File: src/rtl/RS5_pkg.sv
// Shared RS5 core types: divider sequencing states and one-hot instruction codes.
package RS5_pkg;

  typedef enum logic [1:0] {
    D_IDLE,
    D_INIT,
    D_CALC,
    D_SIGN
  } div_states_e;

  // One-hot instruction codes; only the divider-relevant subset is listed here.
  typedef enum logic [51:0] {
    NOP  = 52'h0_0000_0000_0000,
    ADD  = 52'h0_0000_0000_0001,
    SUB  = 52'h0_0000_0000_0002,
    MUL  = 52'h0_0800_0000_0000,
    DIV  = 52'h0_1000_0000_0000,
    DIVU = 52'h0_2000_0000_0000,
    REM  = 52'h0_4000_0000_0000,
    REMU = 52'h0_8000_0000_0000
  } iType_e;

endpackage

File: src/rtl/rs5_div_unit.sv
// Multi-cycle radix-2 restoring divider for DIV/DIVU/REM/REMU with start/busy/done handshake.
module rs5_div_unit
  import RS5_pkg::*;
#(
  parameter int unsigned XLEN = 32
) (
  input  logic            clk,
  input  logic            reset,
  input  logic            start_i,
  input  logic [51:0]     op_i,
  input  logic [XLEN-1:0] rs1_i,
  input  logic [XLEN-1:0] rs2_i,
  input  logic            kill_i,
  output logic            busy_o,
  output logic            done_o,
  output logic [XLEN-1:0] result_o
);

  localparam int unsigned CW = $clog2(XLEN);

  div_states_e     r_state, w_next;
  logic            r_signed, r_is_rem, r_neg_q, r_neg_r;
  logic [XLEN-1:0] r_dividend, r_divisor, r_quo, r_rem, r_result;
  logic [CW-1:0]   r_cnt;

  logic            w_legal, w_accept, w_ovf, w_special, w_last;
  logic [XLEN-1:0] w_abs_a, w_abs_b, w_quo_step, w_rem_step, w_final;
  logic [XLEN:0]   w_shift, w_diff;

  assign w_legal  = (op_i == DIV) || (op_i == DIVU) || (op_i == REM) || (op_i == REMU);
  assign w_accept = start_i && w_legal && !kill_i;

  always_comb begin
    w_abs_a   = (r_signed && r_dividend[XLEN-1]) ? -r_dividend : r_dividend;
    w_abs_b   = (r_signed && r_divisor[XLEN-1])  ? -r_divisor  : r_divisor;
    w_ovf     = r_signed && (r_dividend == {1'b1, {(XLEN-1){1'b0}}}) && (r_divisor == '1);
    w_special = (r_divisor == '0) || w_ovf;
    w_last    = (r_cnt == CW'(XLEN-1));
    // Top bit of the trial difference is the borrow: set means divisor did not fit.
    w_shift   = {r_rem, r_quo[XLEN-1]};
    w_diff    = w_shift - {1'b0, r_divisor};
    if (w_diff[XLEN]) begin
      w_rem_step = w_shift[XLEN-1:0];
      w_quo_step = {r_quo[XLEN-2:0], 1'b0};
    end else begin
      w_rem_step = w_diff[XLEN-1:0];
      w_quo_step = {r_quo[XLEN-2:0], 1'b1};
    end
    if (r_is_rem) w_final = r_neg_r ? -r_rem : r_rem;
    else          w_final = r_neg_q ? -r_quo : r_quo;
  end

  always_ff @(posedge clk) begin
    if (reset) r_state <= D_IDLE;
    else       r_state <= w_next;
  end

  always_comb begin
    w_next   = r_state;
    busy_o   = (r_state != D_IDLE);
    done_o   = 1'b0;
    result_o = r_result;
    case (r_state)
      D_IDLE: if (w_accept) w_next = D_INIT;
      D_INIT: begin
        if (kill_i)         w_next = D_IDLE;
        else if (w_special) w_next = D_SIGN;
        else                w_next = D_CALC;
      end
      D_CALC: begin
        if (kill_i)      w_next = D_IDLE;
        else if (w_last) w_next = D_SIGN;
      end
      D_SIGN: begin
        w_next   = D_IDLE;
        done_o   = 1'b1;
        result_o = w_final;
      end
      default: w_next = D_IDLE;
    endcase
  end

  always_ff @(posedge clk) begin
    if (reset) begin
      r_signed   <= 1'b0;
      r_is_rem   <= 1'b0;
      r_neg_q    <= 1'b0;
      r_neg_r    <= 1'b0;
      r_dividend <= '0;
      r_divisor  <= '0;
      r_quo      <= '0;
      r_rem      <= '0;
      r_result   <= '0;
      r_cnt      <= '0;
    end else begin
      case (r_state)
        D_IDLE: if (w_accept) begin
          r_dividend <= rs1_i;
          r_divisor  <= rs2_i;
          r_signed   <= (op_i == DIV) || (op_i == REM);
          r_is_rem   <= (op_i == REM) || (op_i == REMU);
        end
        D_INIT: begin
          // Special cases preload the final quotient/remainder and skip sign fix-up.
          if (w_special) begin
            r_quo   <= w_ovf ? r_dividend : '1;
            r_rem   <= w_ovf ? '0 : r_dividend;
            r_neg_q <= 1'b0;
            r_neg_r <= 1'b0;
          end else begin
            r_quo     <= w_abs_a;
            r_rem     <= '0;
            r_divisor <= w_abs_b;
            r_cnt     <= '0;
            r_neg_q   <= r_signed && (r_dividend[XLEN-1] ^ r_divisor[XLEN-1]);
            r_neg_r   <= r_signed && r_dividend[XLEN-1];
          end
        end
        D_CALC: begin
          r_quo <= w_quo_step;
          r_rem <= w_rem_step;
          r_cnt <= r_cnt + 1'b1;
        end
        D_SIGN: r_result <= w_final;
        default: ;
      endcase
    end
  end

endmodule

File: config.mk
export PLATFORM = sky130hd
export DESIGN_NAME = rs5_div_unit
export DESIGN_NICKNAME = d
export VERILOG_FILES = /design/src/rtl/RS5_pkg.sv /design/src/rtl/rs5_div_unit.sv
export SDC_FILE = /design/constraint.sdc
export NUM_CORES = 1
export LEC_CHECK = 0
export ABC_AREA = 0
export CORE_MARGIN = 1.5
export CORE_UTILIZATION = 52
export CTS_CLUSTER_DIAMETER = 200
export CTS_CLUSTER_SIZE = 30
export DETAILED_ROUTE_END_ITERATION = 7
export PLACE_DENSITY = 0.87
export SLEW_MARGIN = 5
export SYNTH_ARGS = -nofsm -noshare
export SYNTH_HDL_FRONTEND = slang
export SYNTH_SLANG_ARGS = --single-unit
File: constraint.sdc
create_clock -name clk -period 3.7 [get_ports clk]
set_clock_uncertainty 0.1 [all_clocks]
set_input_delay 0.555 -clock clk [delete_from_list [all_inputs] [get_ports clk]]
set_output_delay 0.555 -clock clk [all_outputs]
set_load 0.05 [all_outputs]
==> Word-level counts from Yosys, hierarchy flattened <==
Cells that the tools add are included.
{ "totals": {"in_bits": 120, "regBits": 171} }
{ "op_classes": {"muxes": 28, "n_addsub": 6, "n_reduce_logical": 23, "n_bitwise": 1, "eq_ne": 14} }
{ "op_table": {"columns": ["op", "n"], "rows": [
  ["32-bit 2-to-1 mux", 13],
  ["32-bit one-hot mux with 2 select lines", 3],
  ["32-bit negator", 4],
  ["32-bit == test, second input constant", 2],
  ["52-bit by 45-bit == test with 1-bit output, second input constant", 1],
  ["52-bit by 46-bit == test with 1-bit output, second input constant", 1],
  ["52-bit by 47-bit == test with 1-bit output, second input constant", 1],
  ["52-bit by 48-bit == test with 1-bit output, second input constant", 1],
  ["33-bit by 32-bit subtractor with 33-bit output", 1],
  ["32-bit zero test", 1],
  ["5-bit one-hot mux with 2 select lines", 1],
  ["2-bit 2-to-1 mux", 4],
  ["2-bit one-hot mux with 4 select lines", 1],
  ["1-bit logical AND", 7],
  ["1-bit logical OR", 6],
  ["2-bit inequality test, second input constant", 3],
  ["2-bit AND reduction", 3],
  ["2-bit nonzero test", 3],
  ["5-bit by 1-bit adder with 5-bit output, second input constant", 1],
  ["5-bit == test, second input constant", 1],
  ["1-bit 2-to-1 mux", 5],
  ["5-bit 2-to-1 mux", 1],
  ["2-bit == test, second input constant", 2],
  ["4-bit AND reduction", 1],
  ["5 further kinds", 5]
]} }

==> Longest topological paths before layout <==
{ "depth": {"depth_word": 8, "mapped_depth": 13} }

==> Worst setup path after synthesis <==
OpenSTA, ideal clock, no wires.
{ "synth_path": {"path_type": "register -> output", "startpoint": "reg r_rem[6]", "endpoint": "out result_o[15]", "t_arrival_ns": 3.519, "t_required_ns": 3.045, "stages_incl_launch_ff": 9, "setup_slack_ns": -0.474, "path_cell_list": "dfxtp_1 > or4_4 > or4_4 > or3_1 > buf_6 > o21ai_0 > xor2_1 > and2_1 > a221oi_1"} }
{ "synth_between": {"elab_chain_cells": 4} }
{ "synth_lines": {"columns": ["element", "line", "text"], "rows": [
  ["from (decl)", "rs5_div_unit.sv:23", "logic [XLEN-1:0] r_dividend, r_divisor, r_quo, r_rem, r_result;"],
  ["from (signal assigned)", "rs5_div_unit.sv:107", "r_rem <= w_ovf ? '0 : r_dividend;"],
  ["from (signal assigned)", "rs5_div_unit.sv:121", "r_rem <= w_rem_step;"],
  ["32-bit negator", "rs5_div_unit.sv:49", "if (r_is_rem) w_final = r_neg_r ? -r_rem : r_rem;"],
  ["32-bit 2-to-1 mux (2 in a row)", "rs5_div_unit.sv:49", null],
  ["32-bit 2-to-1 mux", "rs5_div_unit.sv:63", "case (r_state)"],
  ["to (decl)", "rs5_div_unit.sv:16", "output logic [XLEN-1:0] result_o"]
]} }
No other way between the ends.

==> Final worst setup path <==
{ "layout_path": {"startpoint": "reg r_rem[6]", "endpoint": "out result_o[25]"} }
The elaborated chain is that of the path after synthesis.

==> flow_summary.json <==
{
  "layout-area-overhead-vs-synth_pct": 26.2,
  "num-fill-cells": 1973,
  "power.switching_w": 0.00380,
  "numCtsBuffers": 17,
  "startpoint_type": "flip-flop",
  "grt_overflow_total": 0,
  "drv_cap": 0,
  "syn-num-nets": 1867,
  "hold_class": "reg -> reg",
  "period_minus_slack_ns": 3.94,
  "dp_slack_ns": 0.131,
  "worst_pin_slew_ns": 0.971,
  "seq_power_share": 0.244,
  "drc": 0,
  "rsz0062_at_grt": "true",
  "synth-seq-area-share": 0.267,
  "p_leak_nw": 5.97,
  "place_congestion": 1.01,
  "vias": 14745,
  "firstDrtPassIters": 6,
  "syn-mean-instance-area_um2": 7.54,
  "num_rows": 57,
  "drtIter0Drc": 2086,
  "clk_pin_slew_ns": 0.07,
  "power_density_nw_per_um2": 532,
  "num-nets-final": 2020,
  "intPower_w": 0.00482,
  "core_um2": 24200,
  "antenna_left": 0,
  "place_hpwl_mm": 33.7,
  "p_clk_frac": 0.210,
  "ys_async_sr_fraction": 0,
  "die_area_um2": 25600,
  "arrival_ns": 3.28,
  "cts_tree": "done",
  "swShare": 0.441,
  "grt_usage": 0.354,
  "holdPathStages": 2,
  "synth-seq-cells": 171,
  "cts.htree.levels": 4,
  "die_h_um": 160,
  "netlist.area_leader.share": 0.267,
  "layout-drive-gt1-share": 0.147,
  "worstSkewPairLatency_ns": 0.44,
  "comb_power_share": 0.546,
  "netlist_area_um2": 12800,
  "violations": "setup timing",
  "fin_util": 0.668,
  "wl_per_cell_um": 21.6,
  "hold_violations": 0,
  "initial_core_util": 0.529,
  "synth_edf_count": 0,
  "critical_path_peak_fanout": 5,
  "antenna_found_initial": 0,
  "finalCritPeriodShare": 1.06,
  "chipWidth_um": 160,
  "cts_root_buf": "clkbuf_16",
  "yosys_warnings": 0,
  "worstRegToRegCells": 11,
  "ys.flop_type": "dfxtp_1",
  "grt_pass1_wl_mm": 72.4,
  "cts-hold-fix-buffers": 0,
  "status": "finished, violations left",
  "synth.area.top_cells": "dfxtp_1 (27%), a21oi_1 (5.5%), nand2_1 (5.1%)",
  "via_per_inst": 6.72,
  "syn_inst": 1703,
  "worstPathRequired_ns": 3.04,
  "cts_sinks": 171,
  "cts_buffer_depth": 2,
  "io-pin-count": 154,
  "grt_max_degree": 95,
  "grt_pass1_vias": 13525,
  "fmax_ghz": 0.254,
  "worst_slew_margin_rel": 0.353,
  "yosysTopAreaCell": "dfxtp_1",
  "io_buffers": 153,
  "finalSetupViolations": 15,
  "irDropWorstVdd_mv": 0.388,
  "end_kind": "output pin",
  "drv_slew": 0,
  "worst_slack_ns": -0.238,
  "synth.distinct_cells": 83,
  "wl_mm": 47.5,
  "critPathKind": "reg -> out"
}
-- synth_stat cells (33+ instances only) --
cell / count
nand2_1: 173
dfxtp_1: 171
a21oi_1: 140
nor2_1: 116
o21ai_0: 103
clkbuf_1: 90
inv_1: 62
nor3_1: 62
nand3_1: 55
xor2_1: 53
ha_1: 43
xnor2_1: 40
and2_1: 38
a31oi_1: 35
nor4_1: 33
-- flip-flops by register name, summed over array words and instances, names as in the netlist --
signal,cells
r_signed,1
r_dividend,32
r_neg_r,1
r_result,32
r_neg_q,1
r_cnt,5
r_is_rem,1
r_rem,32
r_divisor,32
r_quo,32
r_state,2
-- placed cells by master, fill, tap and decap left out, types with 20 or more instances in the layout --
cell,n
nand3_1,53
nor4_1,28
buf_4,102
nor3_1,60
a31oi_1,35
a21oi_1,139
ha_1,40
nand2_1,173
nand2b_1,20
inv_1,62
buf_12,20
a211oi_1,20
a21o_1,20
nand4_1,26
dfxtp_1,164
and2_1,38
clkdlybuf4s50_1,120
xor2_1,50
nor2_1,115
o21ai_0,97
xnor2_1,38
and3_1,25
or3_1,29
a311oi_1,26
-- per-stage QoR --
step	hold WS (ns)	cell area, um2	setup TNS, ns	cells	total power, W
2_1_floorplan	0.354	12900	0	1703	0.00472
3_3_place_gp	0.367	15100	0	2149	0.00603
3_5_place_dp	0.381	15100	0	2149	0.00610
4_1_cts	0.392	16000	-0.578	2185	0.00816
5_1_grt	0.428	16200	-2.90	2192	0.00896
6_report	0.392	16200	-1.87	2193	0.00861
-- routing by layer --
layer  up-vias  wire length, um  track usage  part of all wire
met2      1071            21300        0.562              0.45
li1       6666                -            -                 -
met3       244             5510       0.0797              0.12
met5         -                0            0                 0
met1      6764            17800        0.449              0.38
met4         0             2820        0.181             0.059
-- critical path, cell delays in order, from the launching register on --
cell and delay, ns:
dfxtp_2 0.32, or4_4 0.53, or4_4 0.44, or3_4 0.41
buf_4 0.17, o31ai_4 0.19, xor2_1 0.20, mux2i_1 0.14
mux2_4 0.30, buf_6 0.15
-- final timing paths --
kind                      from           end  slack, ns
setup / recovery      r_rem[6]  result_o[25]      -0.24
hold / removal        r_cnt[4]      r_cnt[4]       0.39
setup reg to reg  r_divisor[1]  r_divisor[2]       0.19
hold reg to reg       r_cnt[4]      r_cnt[4]       0.39
-- logic make-up (layout without fill, tap and decap cells) --
logic type      count (synthesis)  in the layout  synth area share
compound gates                519            519             0.272
other cells                     0              1                 0
flops                         171            171             0.267
mux                            33             33            0.0285
xor+xnor                       93             93            0.0635
simple gates                  662            662             0.268
buf+inv                       181            346            0.0579
fa+ha+maj                      44             44            0.0435
-- repair_timing --
action,4_1_cts,5_1_grt
gates resized for setup,47,37
cloned,0,0
pin swaps,17,16
setup buffers,5,7
setup endpoints to repair,19,36
-- layout make-up --
| cell class | count | area, um2 | area share |
|---|---|---|---|
| multi-input cells | 1351 | 9050 | 0.559 |
| flip-flops and latches | 171 | 3430 | 0.212 |
| repair buffers | 252 | 2490 | 0.154 |
| clock buffers | 17 | 425 | 0.0263 |
| well taps | 324 | 405 | 0.0250 |
| inverters | 63 | 236 | 0.0146 |
| clock inverters | 14 | 158 | 0.00973 |
| diodes | 1 | 2.50 | 0.000154 |
-- power groups by stage --
stage                     Clock [W]  Sequential (W)  Combinational [W]
after floorplan                   0         0.00210            0.00262
after global placement            0         0.00211            0.00392
after detailed placement          0         0.00212            0.00398
after CTS                   0.00180         0.00208            0.00427
after global routing        0.00189         0.00211            0.00497
final                       0.00181         0.00210            0.00470
Note: power is estimated with default switching activity, not from simulation.
